[src/rtl/ccff_pkg.sv]
// Shared types and sizing helpers for the CCFF configuration-chain loader.
package ccff_pkg;

  typedef enum logic [2:0] {
    ST_IDLE,
    ST_LOAD,
    ST_SHIFT,
    ST_TEST_SHIFT,
    ST_FINISH
  } ccff_state_e;

  localparam int unsigned DEFAULT_BITSTREAM_SIZE = 29696;

  // Width needed to hold every value from 0 to max_count inclusive.
  function automatic int unsigned cnt_width(input int unsigned max_count);
    return $clog2(max_count + 1);
  endfunction

endpackage

[src/rtl/ccff_serializer.sv]
// Word-wide shift register with a bits-left counter; MSB leaves first.
module ccff_serializer #(
  parameter int unsigned  WORD_W = 32,
  localparam int unsigned LEFT_W = $clog2(WORD_W + 1)
) (
  input  logic              clk_i,
  input  logic              rst_i,
  input  logic              load_i,
  input  logic              shift_i,
  input  logic [WORD_W-1:0] word_i,
  input  logic [LEFT_W-1:0] nbits_i,
  output logic              msb_o,
  output logic              last_o,
  output logic              empty_o
);

  logic [WORD_W-1:0] shreg_q, shreg_d;
  logic [LEFT_W-1:0] left_q, left_d;

  always_comb begin
    shreg_d = shreg_q;
    left_d  = left_q;
    if (load_i) begin
      shreg_d = word_i;
      left_d  = nbits_i;
    end else if (shift_i && (left_q != '0)) begin
      shreg_d = {shreg_q[WORD_W-2:0], 1'b0};
      left_d  = left_q - LEFT_W'(1);
    end
  end

  always_ff @(posedge clk_i or posedge rst_i) begin
    if (rst_i) begin
      shreg_q <= '0;
      left_q  <= '0;
    end else begin
      shreg_q <= shreg_d;
      left_q  <= left_d;
    end
  end

  assign msb_o   = shreg_q[WORD_W-1];
  assign last_o  = (left_q == LEFT_W'(1));
  assign empty_o = (left_q == '0);

endmodule

[src/rtl/ccff_loader.sv]
// CCFF chain transmitter: serializes bitstream words onto ccff_head, or
// runs a single-marker chain test that measures the chain length.
//   state      | meaning
//   IDLE       | waiting for start
//   LOAD       | word_ready high, waiting for the next bitstream word
//   SHIFT      | one chain shift per cycle from the serializer
//   TEST_SHIFT | shifting the marker, watching ccff_tail
//   FINISH     | one-cycle done pulse
module ccff_loader
  import ccff_pkg::*;
#(
  parameter int unsigned  BITSTREAM_SIZE = DEFAULT_BITSTREAM_SIZE,
  parameter int unsigned  WORD_W         = 32,
  parameter int unsigned  TAIL_MARGIN    = 16,
  localparam int unsigned CNT_W          = cnt_width(BITSTREAM_SIZE + TAIL_MARGIN)
) (
  input  logic              prog_clk,
  input  logic              prog_reset,
  input  logic              start,
  input  logic              test_mode,
  input  logic [WORD_W-1:0] word_data,
  input  logic              word_valid,
  output logic              word_ready,
  output logic              ccff_head,
  output logic              ccff_shift_en,
  input  logic              ccff_tail,
  output logic              busy,
  output logic              done,
  output logic              error,
  output logic [CNT_W-1:0]  chain_len
);

  localparam int unsigned      LEFT_W    = $clog2(WORD_W + 1);
  localparam logic [CNT_W-1:0] SIZE_C    = CNT_W'(BITSTREAM_SIZE);
  localparam logic [CNT_W-1:0] TIMEOUT_C = CNT_W'(BITSTREAM_SIZE + TAIL_MARGIN);
  localparam logic [CNT_W-1:0] WORD_C    = CNT_W'(WORD_W);

  ccff_state_e      state_q, state_d;
  logic [CNT_W-1:0] bit_cnt_q, bit_cnt_d;
  logic [CNT_W-1:0] chain_len_q, chain_len_d;
  logic             error_q, error_d;

  logic              ser_load, ser_shift, ser_msb, ser_last, ser_empty;
  logic [CNT_W-1:0]  remaining;
  logic [LEFT_W-1:0] nbits;

  // The final word of the bitstream may be only partially shifted.
  assign remaining = SIZE_C - bit_cnt_q;
  assign nbits     = (remaining >= WORD_C) ? LEFT_W'(WORD_W) : LEFT_W'(remaining);

  ccff_serializer #(.WORD_W(WORD_W)) u_ser (
    .clk_i   (prog_clk),
    .rst_i   (prog_reset),
    .load_i  (ser_load),
    .shift_i (ser_shift),
    .word_i  (word_data),
    .nbits_i (nbits),
    .msb_o   (ser_msb),
    .last_o  (ser_last),
    .empty_o (ser_empty)
  );

  always_comb begin
    state_d       = state_q;
    bit_cnt_d     = bit_cnt_q;
    chain_len_d   = chain_len_q;
    error_d       = error_q;
    ser_load      = 1'b0;
    ser_shift     = 1'b0;
    word_ready    = 1'b0;
    ccff_shift_en = 1'b0;
    ccff_head     = 1'b0;
    done          = 1'b0;
    busy          = (state_q != ST_IDLE);
    unique case (state_q)
      ST_IDLE: begin
        if (start) begin
          error_d     = 1'b0;
          chain_len_d = '0;
          bit_cnt_d   = '0;
          state_d     = test_mode ? ST_TEST_SHIFT : ST_LOAD;
        end
      end
      ST_LOAD: begin
        word_ready = 1'b1;
        if (word_valid) begin
          ser_load = 1'b1;
          state_d  = ST_SHIFT;
        end
      end
      ST_SHIFT: begin
        if (ser_empty) begin
          state_d = (bit_cnt_q == SIZE_C) ? ST_FINISH : ST_LOAD;
        end else begin
          ccff_shift_en = 1'b1;
          ccff_head     = ser_msb;
          ser_shift     = 1'b1;
          bit_cnt_d     = bit_cnt_q + CNT_W'(1);
          if (ser_last) state_d = (bit_cnt_d == SIZE_C) ? ST_FINISH : ST_LOAD;
        end
      end
      ST_TEST_SHIFT: begin
        ccff_shift_en = 1'b1;
        ccff_head     = (bit_cnt_q == '0);
        bit_cnt_d     = bit_cnt_q + CNT_W'(1);
        // bit_cnt_q is the number of shifts already completed this cycle.
        if ((bit_cnt_q != '0) && ccff_tail) begin
          chain_len_d = bit_cnt_q;
          error_d     = (bit_cnt_q != SIZE_C);
          state_d     = ST_FINISH;
        end else if (bit_cnt_q == TIMEOUT_C) begin
          chain_len_d = '0;
          error_d     = 1'b1;
          state_d     = ST_FINISH;
        end
      end
      ST_FINISH: begin
        done    = 1'b1;
        state_d = ST_IDLE;
      end
      default: state_d = ST_IDLE;
    endcase
  end

  always_ff @(posedge prog_clk or posedge prog_reset) begin
    if (prog_reset) begin
      state_q     <= ST_IDLE;
      bit_cnt_q   <= '0;
      chain_len_q <= '0;
      error_q     <= 1'b0;
    end else begin
      state_q     <= state_d;
      bit_cnt_q   <= bit_cnt_d;
      chain_len_q <= chain_len_d;
      error_q     <= error_d;
    end
  end

  assign error     = error_q;
  assign chain_len = chain_len_q;

endmodule

[config.mk]
export PLATFORM = sky130hd
export DESIGN_NAME = ccff_loader
export DESIGN_NICKNAME = d
export VERILOG_FILES = /design/src/rtl/ccff_pkg.sv /design/src/rtl/ccff_serializer.sv /design/src/rtl/ccff_loader.sv
export SDC_FILE = /design/constraint.sdc
export NUM_CORES = 1
export LEC_CHECK = 0
export ABC_CLOCK_PERIOD_IN_PS = 2800
export CAP_MARGIN = 20
export CORE_UTILIZATION = 39
export CTS_CLUSTER_SIZE = 16
export DETAILED_ROUTE_END_ITERATION = 10
export DONT_BUFFER_PORTS = 1
export PLACE_DENSITY = 0.53
export SYNTH_ARGS = -nofsm -noshare
export SYNTH_HDL_FRONTEND = slang
export SYNTH_SLANG_ARGS = --single-unit
[constraint.sdc]
create_clock -name prog_clk -period 2.8 [get_ports prog_clk]
set_input_delay 0.28 -clock prog_clk [delete_from_list [all_inputs] [get_ports prog_clk]]
set_output_delay 0.28 -clock prog_clk [all_outputs]
set_load 0.02 [all_outputs]
[Word-level counts from Yosys, hierarchy flattened]
Cells that the tools add are included.
Word-level totals
  flip-flop bits (word level): 72
  input port bits: 38
  output and inout bits: 21
  logic and storage cells: 72
Cells by class
  add/sub/neg operators: 3
  magnitude comparators: 1
  equal/unequal tests: 14
  multiplexer cells: 34
  reduce and logical (&&, ||, !) cells: 14
Operators by type and width (number)
  32-bit 2-to-1 mux: 2
  15-bit 2-to-1 mux: 4
  15-bit == test (second input constant): 3
  15-bit one-hot mux with 3 select lines: 1
  15-bit one-hot mux with 2 select lines: 1
  3-bit 2-to-1 mux: 8
  6-bit 2-to-1 mux: 3
  15-bit by 1-bit adder with 15-bit output (second input constant): 1
  15-bit by 6-bit >= comparator with 1-bit output (second input constant): 1
  15-bit logical NOT: 1
  15-bit inequality test (second input constant): 1
  15-bit nonzero test: 1
  15-bit subtractor (first input constant): 1
  3-bit one-hot mux with 4 select lines: 1
  1-bit 2-to-1 mux: 10
  3-bit by 2-bit == test with 1-bit output (second input constant): 2
  6-bit by 1-bit == test with 1-bit output (second input constant): 1
  6-bit logical NOT: 1
  2-bit inequality test (second input constant): 3
  3-bit inequality test (second input constant): 2
  1-bit one-hot mux with 2 select lines: 3
  3-bit AND reduction: 2
  3-bit nonzero test: 2
  6-bit nonzero test: 1
  other kinds (8): 10

[Longest topological paths before layout]
Gate-level depths: netlist of run 1.
  depth after elaboration: 6
  depth in mapped cells: 10
  gate-level depth less buffers: 9

[Modules after synthesis]
Synthesis of run 1 repeated with hierarchy kept, for this count alone.
Unflattened totals
  cell total of the unflattened synthesis: 548
  area total of the unflattened synthesis: 4703.3 um2
By module, submodules not included
  ccff_serializer: times used 1, cells an instance 304, area each 2610.0 um2, seq. area each 950.9 um2
  ccff_loader: times used 1, cells an instance 244, area each 2093.3 um2, seq. area each 850.8 um2

[Worst setup path after synthesis of run 1]
No wires, ideal clock.
  path kind: register -> register
  from: register bit_cnt_q[0]
  to: register chain_len_q[9] (netlist: chain_len[9])
  setup time: 0.121 ns
  data arrival time: 2.637 ns
  data required time: 2.679 ns
  setup slack: 0.042 ns
  stages on the path, launching flop included: 10
  path buffers: 2
  period minus slack after synthesis: 2.758 ns
  cell sequence: dfrtp_1 > clkbuf_1 > inv_1 > ha_1 > or4b_1 > or4_4 > o41ai_4 > nor2_2 > buf_2 > a22o_1
Between the ends
  cells in the longest elaborated chain, start to end: 4
  elaborated cells on any way between the ends: 7
  classes of those cells: eq/ne: 2; mux: 2; reduce/logical: 3
RTL lines
  start: declaration: line ccff_loader.sv:39  | logic [CNT_W-1:0] bit_cnt_q, bit_cnt_d;
  start signal: assignment: line ccff_loader.sv:133  | bit_cnt_q <= bit_cnt_d;
  15-bit nonzero test: line ccff_loader.sv:107  | if ((bit_cnt_q != '0) && ccff_tail) begin
  1-bit logical AND: line ccff_loader.sv:107
  3-bit inequality test (no source line) / 15-bit 2-to-1 mux (equally long branches)
  3-bit AND reduction (no source line) / 15-bit one-hot mux with 2 select lines (equally long branches)
  end signal: assignment: line ccff_loader.sv:134  | chain_len_q <= chain_len_d;
  end: declaration: line ccff_loader.sv:40  | logic [CNT_W-1:0] chain_len_q, chain_len_d;
Parallel ways exist; a longest one is shown, timed or not.
A chain may end at the register's enable or synchronous reset.

[Final worst setup path of run 1]
  from: register bit_cnt_q[1]
  to: output ccff_head
Between the ends
  cells in the longest elaborated chain, start to end: 2
RTL lines
  15-bit logical NOT: line ccff_loader.sv:104  | ccff_head = (bit_cnt_q == '0);
  1-bit one-hot mux with 2 select lines: line ccff_loader.sv:75  | unique case (state_q)
  end: declaration: line ccff_loader.sv:24  | output logic ccff_head,
Every way passes these cells.

==> out/metrics.csv, run 1 <==
stage,metric,value,unit
timing,worst slew margin relative to its limit,0.527,
finish,area grow syn2layout,12.1,%
timing,RSZ-0062 raised after global routing,true,
clocking,CTS Root Cell,clkbuf_8,
place,I/O Buffers,0,
synthesis,synth cell count leaders,"nand2_1, dfrtp_1, nor2_1",
timing,Period minus WS final,2.70,ns
routing,remaining antenna violation count,0,
setup_path,family with the most delay on the worst path,simple AND/OR/NAND/NOR gates,
timing,Hold Fails Final Rpt,0,
finish,Final nets,497,
floorplan,Initial Util,0.404,
global_route,total track usage,0.201,
floorplan,Ports,59,
routing,drc violations,0,
setup_path,CP Capture Type,output pin,
global_route,vias in the first global route,3221,
floorplan,Die H,103,µm
floorplan,Die X-Extent,103,µm
floorplan,Core Area,9770,µm²
synthesis,post-synth design cell area,3950,µm²
synthesis,Synth Warn #,0,
timing,final setup violation count,0,
place,DP HPWL,6.79,mm
synthesis,Yosys reg bits,72,
pwr,PwrDens,1110,nW/µm²
timing,period utilization,0.963,
synthesis,syn avg cell area,8.60,µm²
synthesis,Mapped Nets,501,
floorplan,site row count,36,
pwr,worst vdd ir,0.000467,V
routing,Via Count,3406,
synthesis,most numerous cell in the Yosys netlist,nand2_1,
synthesis,sequential fraction of the synthesis area,0.457,
setup_path,"critical path, cell by cell",inv_1 -> ha_1 -> or4b_1 -> or4_4 -> nor4_4 -> a22o_4,
routing,Pre-antenna DRT Iters,4,
synthesis,post-synth top area cell,dfrtp_1,
synthesis,synth unique cells,56,
global_route,initial antenna violation count,0,
setup_path,worst endpoint data arrival time,2.42,ns
clocking,post-CTS setup buffers,0,
finish,# fillers,980,
clocking,Clock transition at path regs,0.08,ns
synthesis,top post-synthesis cells by area,"dfrtp_1, nand2_1, a31oi_1",
setup_path,Critical Path Fanout Max,5,
synthesis,ys async rst share,1.00,
flow_run,max cap viols,0,
finish,final core occ,0.453,
setup_path,Critical Path Start Type,register,
routing,average wire per cell in the routed design,16.6,µm
timing,maximum clock rate,371,MHz
setup_path,highest-delay cell along the critical path,or4_4,
synthesis,Main synth FF type,dfrtp_1,
timing,final setup margin,0.103,ns
clocking,CTS Sinks,72,
global_route,total congestion overflow,0,
timing,actual slew at the worst max-slew pin,0.708,ns
worst_hold_path,hold crit path type,input port to register,
routing,vias per cell,5.74,
clocking,Num CTS Buffers,9,
synthesis,Post-synth EDFFs,0,
clocking,worst-skew pair later-pin latency,0.35,ns
synthesis,Synth top area share,0.457,
clocking,Clock Tree Buf Depth,2,
global_route,first-pass GRT wire length,16.3,mm
timing,clk_skew,0.0153,ns
timing,"Slew Viols, Final",0,
place,Setup Slack @ Placement,0.153,ns
setup_path,required time worst endpoint,2.52,ns
synthesis,Mapped Cells,459,
clocking,CTS tree,built,
clocking,H-tree depth,3,
setup_path,flop2flop setup slack,0.23,ns
setup_path,Critical Path Max Stage Delay,0.50,ns
floorplan,Die ar.,10500,µm²
finish,layout cells sized above 1,0.102,
place,GP Congestion,0.825,
routing,final wirelength,9.84,mm
setup_path,Setup Crit Path Kind,register to output pin,
timing,hold slack,0.0261,ns
routing,Starting DRT DRC Count,157,
setup_path,worst path bufs/invs,1,
outcome,outcome,completed,
finish,n_diodes,0,
global_route,largest net degree at the start of global routing,42,
pwr,Static Leak,0.00194,µW
[power by group]
part	leakage (µW)	switching, µW	total [µW]	internal, µW
combinational	0.000921	1410	2340	926
sequential	0.000913	250	1660	1410
clock	0.000104	398	901	503
[repair_timing]
item,4_1_cts,5_1_grt
resized for setup,4,0
hold endpoints to repair,31,0
pin swaps,0,2
hold buffers,1,0
endpoints found under the setup margin,1,18
[worst paths after layout]
kind                             startpoint                to  cells past startpoint
setup / recovery               bit_cnt_q[1]         ccff_head                      6
hold / removal                 word_data[0]  u_ser.shreg_q[0]                      2
setup reg to reg               bit_cnt_q[1]      chain_len[9]                      8
hold reg to reg            u_ser.shreg_q[0]  u_ser.shreg_q[0]                      2
max in group asynchronous        prog_reset      bit_cnt_q[3]                      3
min in group asynchronous        prog_reset  u_ser.shreg_q[2]                      2
[stage by stage]
stage / setup TNS, ns / total power [µW] / cells / area, µm²
floorplan: 0 / 3340 / 459 / 3950
global placement: 0 / 3950 / 576 / 4180
detailed placement: 0 / 3980 / 576 / 4180
CTS: 0 / 4930 / 593 / 4420
global route: -0.000903 / 5290 / 593 / 4420
finish: 0 / 4890 / 593 / 4420
[state kept, by name (all words and copies together), names as in the netlist]
name,flops
chain_len,15
u_ser.shreg_q,32
u_ser.left_q,6
state_q,3
error,1
bit_cnt_q,15
[routing by layer]
metal,part of all wire,vias up,track usage,routed length (µm)
li1,-,1648,-,-
met1,0.49,1641,0.283,4800
met2,0.44,107,0.295,4300
met3,0.061,10,0.0569,603
met4,0.014,0,0.0659,138
met5,0,-,0,0
[layout make-up]
cell class,count,area (µm²),share of cell area
Clock buffer,11,131,0.0297
Clock inverter,5,81.3,0.0184
Inverter,9,33.8,0.00764
Multi-Input combinational cell,341,2000,0.453
Sequential cell,72,1800,0.407
Tap cell,133,166,0.0376
Timing Repair Buffer,22,205,0.0464
[worst register-to-register path, delay by kind of cell (launching register included)]
family	cells	cell delay, ns
AND/OR/NAND/NOR	4	1.36
AO/OA/AOI/OAI	2	0.51
flip-flops	1	0.38
adder cells (fa/ha/maj)	1	0.20
buffers and inverters	1	0.08
[cells in the final DEF, fill, tap and decap left out, types with 3 or more instances in the layout]
| cell | synthesis | layout |
|---|---|---|
| clkbuf_8 | 0 | 9 |
| nand4_1 | 7 | 7 |
| buf_12 | 0 | 3 |
| nor3_1 | 6 | 6 |
| nor2_1 | 49 | 49 |
| nand2_1 | 83 | 83 |
| inv_1 | 8 | 7 |
| buf_4 | 0 | 18 |
| dfrtp_1 | 72 | 72 |
| o31ai_1 | 8 | 8 |
| nor4_1 | 7 | 6 |
| nand3_1 | 12 | 11 |
| nand2b_1 | 7 | 7 |
| and2_1 | 4 | 4 |
| and3_1 | 7 | 7 |
| a31oi_1 | 37 | 37 |
| nor3b_1 | 5 | 5 |
| a22o_1 | 21 | 20 |
| xnor2_1 | 3 | 3 |
| a21oi_1 | 9 | 9 |
| or3_1 | 3 | 3 |
| ha_1 | 4 | 4 |
| o21ai_0 | 23 | 23 |
| xor2_1 | 6 | 6 |
| or4_1 | 4 | 4 |
[cell families after synthesis]
family,after synthesis,synth area share
buffers and inverters,46,0.0460
xor gates and xnor gates,9,0.0200
AOI/OAI and AO/OA,118,0.208
adders and majority gates,4,0.0127
and+or+nand+nor,209,0.255
DFF,72,0.457
muxes,1,0.00254
Note: power is estimated with default switching activity, not from simulation.
==> run 2, diff against run 1 <==
--- a/config.mk
+++ b/config.mk
@@ -5,6 +5,7 @@
 export SDC_FILE = /design/constraint.sdc
 export NUM_CORES = 1
 export LEC_CHECK = 0
+export ABC_AREA = 1
 export ABC_CLOCK_PERIOD_IN_PS = 2800
 export CAP_MARGIN = 20
 export CORE_UTILIZATION = 39
==> run 2 against run 1 <==
Worst hold slack improved by 0.031 ns. Register-to-register slack improved by 0.12 ns. Highest routed layer unchanged. Synthesized cell count grew 19%. Global-route usage decreased by 0.74 points. Flip-flop and latch count is the same. Combinational power is 8.5% higher. Critical path type is now register to register. Power increased by 3.5%. Area after synthesis rose by 5.0%. Sequential power grew 6%. Via count rose by 4.4%. Final cell count increased by 16%. Final area grew 0.51%.
==> out/metrics.csv, run 2 <==
stage,metric,value,unit
floorplan,Die X-Extent,105,µm
global_route,total track usage,0.193,
floorplan,Die H,105,µm
clocking,H-tree depth,3,
timing,actual slew at the worst max-slew pin,0.668,ns
timing,Period minus WS final,2.45,ns
finish,max FFs per register,32,
synthesis,sequential fraction of the synthesis area,0.435,
clocking,CTS Root Cell,clkbuf_8,
timing,worst slew margin relative to its limit,0.551,
clocking,Clock transition at path regs,0.08,ns
outcome,outcome,completed,
place,I/O Buffers,0,
finish,register area,1800,µm²
finish,layout cells sized above 1,0.129,
synthesis,post-synth top area cell,dfrtp_1,
setup_path,required time worst endpoint,3.05,ns
synthesis,multiplexer share of the synthesized area,0,
synthesis,Post-synth EDFFs,0,
clocking,post-CTS setup buffers,0,
timing,final setup violation count,0,
worst_hold_path,hold crit path type,input port to register,
floorplan,Ports,59,
routing,drc violations,0,
global_route,initial antenna violation count,0,
synthesis,Mapped Nets,587,
synthesis,Synth Area in Compound Gates,0.120,
timing,period utilization,0.873,
routing,vias per cell,5.19,
finish,n_diodes,0,
synthesis,syn avg cell area,7.61,µm²
global_route,vias in the first global route,3396,
finish,Multi-input gate area,1980,µm²
synthesis,xor-xnor portion of the synthesized cell area,0.0148,
setup_path,CP Capture Type,register,
synthesis,synth unique cells,39,
finish,Final nets,587,
floorplan,Initial Util,0.402,
floorplan,site row count,37,
clocking,Num CTS Buffers,9,
routing,final wirelength,9.93,mm
clocking,# resized after CTS,0,
routing,average wire per cell in the routed design,14.5,µm
synthesis,synth cell count leaders,"nand2_1, nand3_1, dfrtp_1",
routing,Via Count,3556,
timing,"Slew Viols, Final",0,
timing,RSZ-0062 raised after global routing,false,
clocking,CTS Sinks,72,
routing,remaining antenna violation count,0,
synthesis,Synth top area share,0.435,
place,DP HPWL,7.35,mm
synthesis,most numerous cell in the Yosys netlist,nand2_1,
setup_path,Setup Crit Path Kind,register to register,
setup_path,worst endpoint data arrival time,2.69,ns
synthesis,main combinational cell family by area after synthesis,simple AND/OR/NAND/NOR gates,
clocking,CTS tree,built,
setup_path,Critical Path Start Type,register,
global_route,largest net degree at the start of global routing,32,
pwr,PwrDens,1140,nW/µm²
pwr,Static Leak,0.00203,µW
synthesis,Synth Warn #,0,
timing,Hold Fails Final Rpt,0,
synthesis,Yosys reg bits,72,
synthesis,Simple-Gate Fraction of Synth Area,0.331,
clocking,worst-skew pair later-pin latency,0.36,ns
timing,TNS Setup,0,ns
synthesis,Synth Area in Adders,0.0121,
finish,area grow syn2layout,7.27,%
pwr,worst vdd ir,0.000381,V
place,Placed Cells,669,
routing,Pre-antenna DRT Iters,4,
timing,clk_skew,0.00801,ns
synthesis,top post-synthesis cells by area,"dfrtp_1, nand2_1, nand3_1",
routing,Starting DRT DRC Count,330,
synthesis,post-synth design cell area,4150,µm²
clocking,Clock Tree Buf Depth,2,
global_route,first-pass GRT wire length,16.9,mm
finish,"commonest non-fill, non-tap cell in the layout",nand2_1,
finish,most frequent cells in the layout,"nand2_1, nand3_1, dfrtp_1",
synthesis,Mapped Cells,545,
finish,Layout Cells excl Fill,685,
place,GP Congestion,0.809,
synthesis,ys async rst share,1.00,
setup_path,Critical Path Fanout Max,6,
global_route,total congestion overflow,0,
flow_run,max cap viols,0,
floorplan,Die ar.,11000,µm²
finish,# fillers,1090,
timing,maximum clock rate,409,MHz
synthesis,Main synth FF type,dfrtp_1,
floorplan,Core Area,10300,µm²
finish,Biggest register,u_ser.shreg_q,
==> run 2: cell count changes in the layout (fill, tap and decap cells not counted), moves of 8 or more <==
cell / previous run / this run
nand3_1: 11 / 90
nand2_1: 83 / 144
inv_1: 7 / 52
a31oi_1: 37 / 1
a22o_1: 20 / 1
o22ai_1: 0 / 16
inv_2: 1 / 14
nor2_1: 49 / 37
buf_4: 18 / 7
o22ai_2: 0 / 11
nor2_2: 1 / 9
==> run 2: logic make-up after synthesis <==
family,after synthesis
flops,72
compound gates,69
buf+inv,85
xor+xnor,7
fa+ha+maj,4
simple gates,308
==> run 2: final cells by class <==
| class | count | share of cell area |
|---|---|---|
| clock buffers | 11 | 0.0340 |
| clock inverters | 4 | 0.00647 |
| inverters | 66 | 0.0557 |
| multi-input cells | 388 | 0.446 |
| flip-flops and latches | 72 | 0.405 |
| well taps | 136 | 0.0383 |
| repair buffers | 8 | 0.0141 |
==> run 2: worst max-delay path, stage by stage (launching register included) <==
cell,delay [ns]
dfrtp_1,0.42
inv_1,0.16
ha_1,0.19
inv_1,0.07
nor2_4,0.12
nand2_2,0.09
nor2_4,0.15
inv_1,0.06
nor4_1,0.51
nand4_1,0.25
nand3_1,0.15
nand2_1,0.06
nand2_1,0.06
nand2_1,0.04
==> run 2: repair_timing <==
action,CTS,global route
hold endpoints to repair,22,0
endpoints found under the setup margin,0,0
hold buffers,1,0
==> run 2: per-stage QoR <==
step	util	setup WS, ns	hold WS [ns]	total power (µW)	area, µm²
after floorplan	-	0.695	0.397	3800	4150
after global placement	0.412	0.334	0.214	4300	4260
after detailed placement	0.412	0.404	0.223	4320	4260
after CTS	0.431	0.346	0.0429	5110	4450
after global routing	0.431	0.133	0.0508	5550	4450
final	0.431	0.355	0.0574	5070	4450
==> run 2: power by group <==
part           switching (µW)  internal (µW)
registers                 350           1410
clock network             408            367
logic                    1750            783
total                    2510           2550
==> run 2: path summary, 6_finish.rpt <==
| kind | slack (ns) | depth (start not counted) | endpoint | startpoint |
|---|---|---|---|---|
| worst max-delay path | 0.35 | 13 | state_q[0] | bit_cnt_q[1] |
| min in group asynchronous | 0.40 | 2 | chain_len[4] | prog_reset |
| worst max register to register | 0.35 | 13 | state_q[0] | bit_cnt_q[1] |
| worst min-delay path | 0.06 | 2 | u_ser.shreg_q[20] | word_data[20] |
| worst min register to register | 0.49 | 2 | u_ser.shreg_q[12] | u_ser.shreg_q[12] |
| max in group asynchronous | 1.66 | 3 | bit_cnt_q[7] | prog_reset |
==> run 2: layer usage <==
layer,vias up,track usage,part of all wire
met5,-,0,0
li1,1792,-,-
met4,0,0.0604,0.011
met2,98,0.280,0.43
met1,1658,0.283,0.49
met3,8,0.0462,0.070
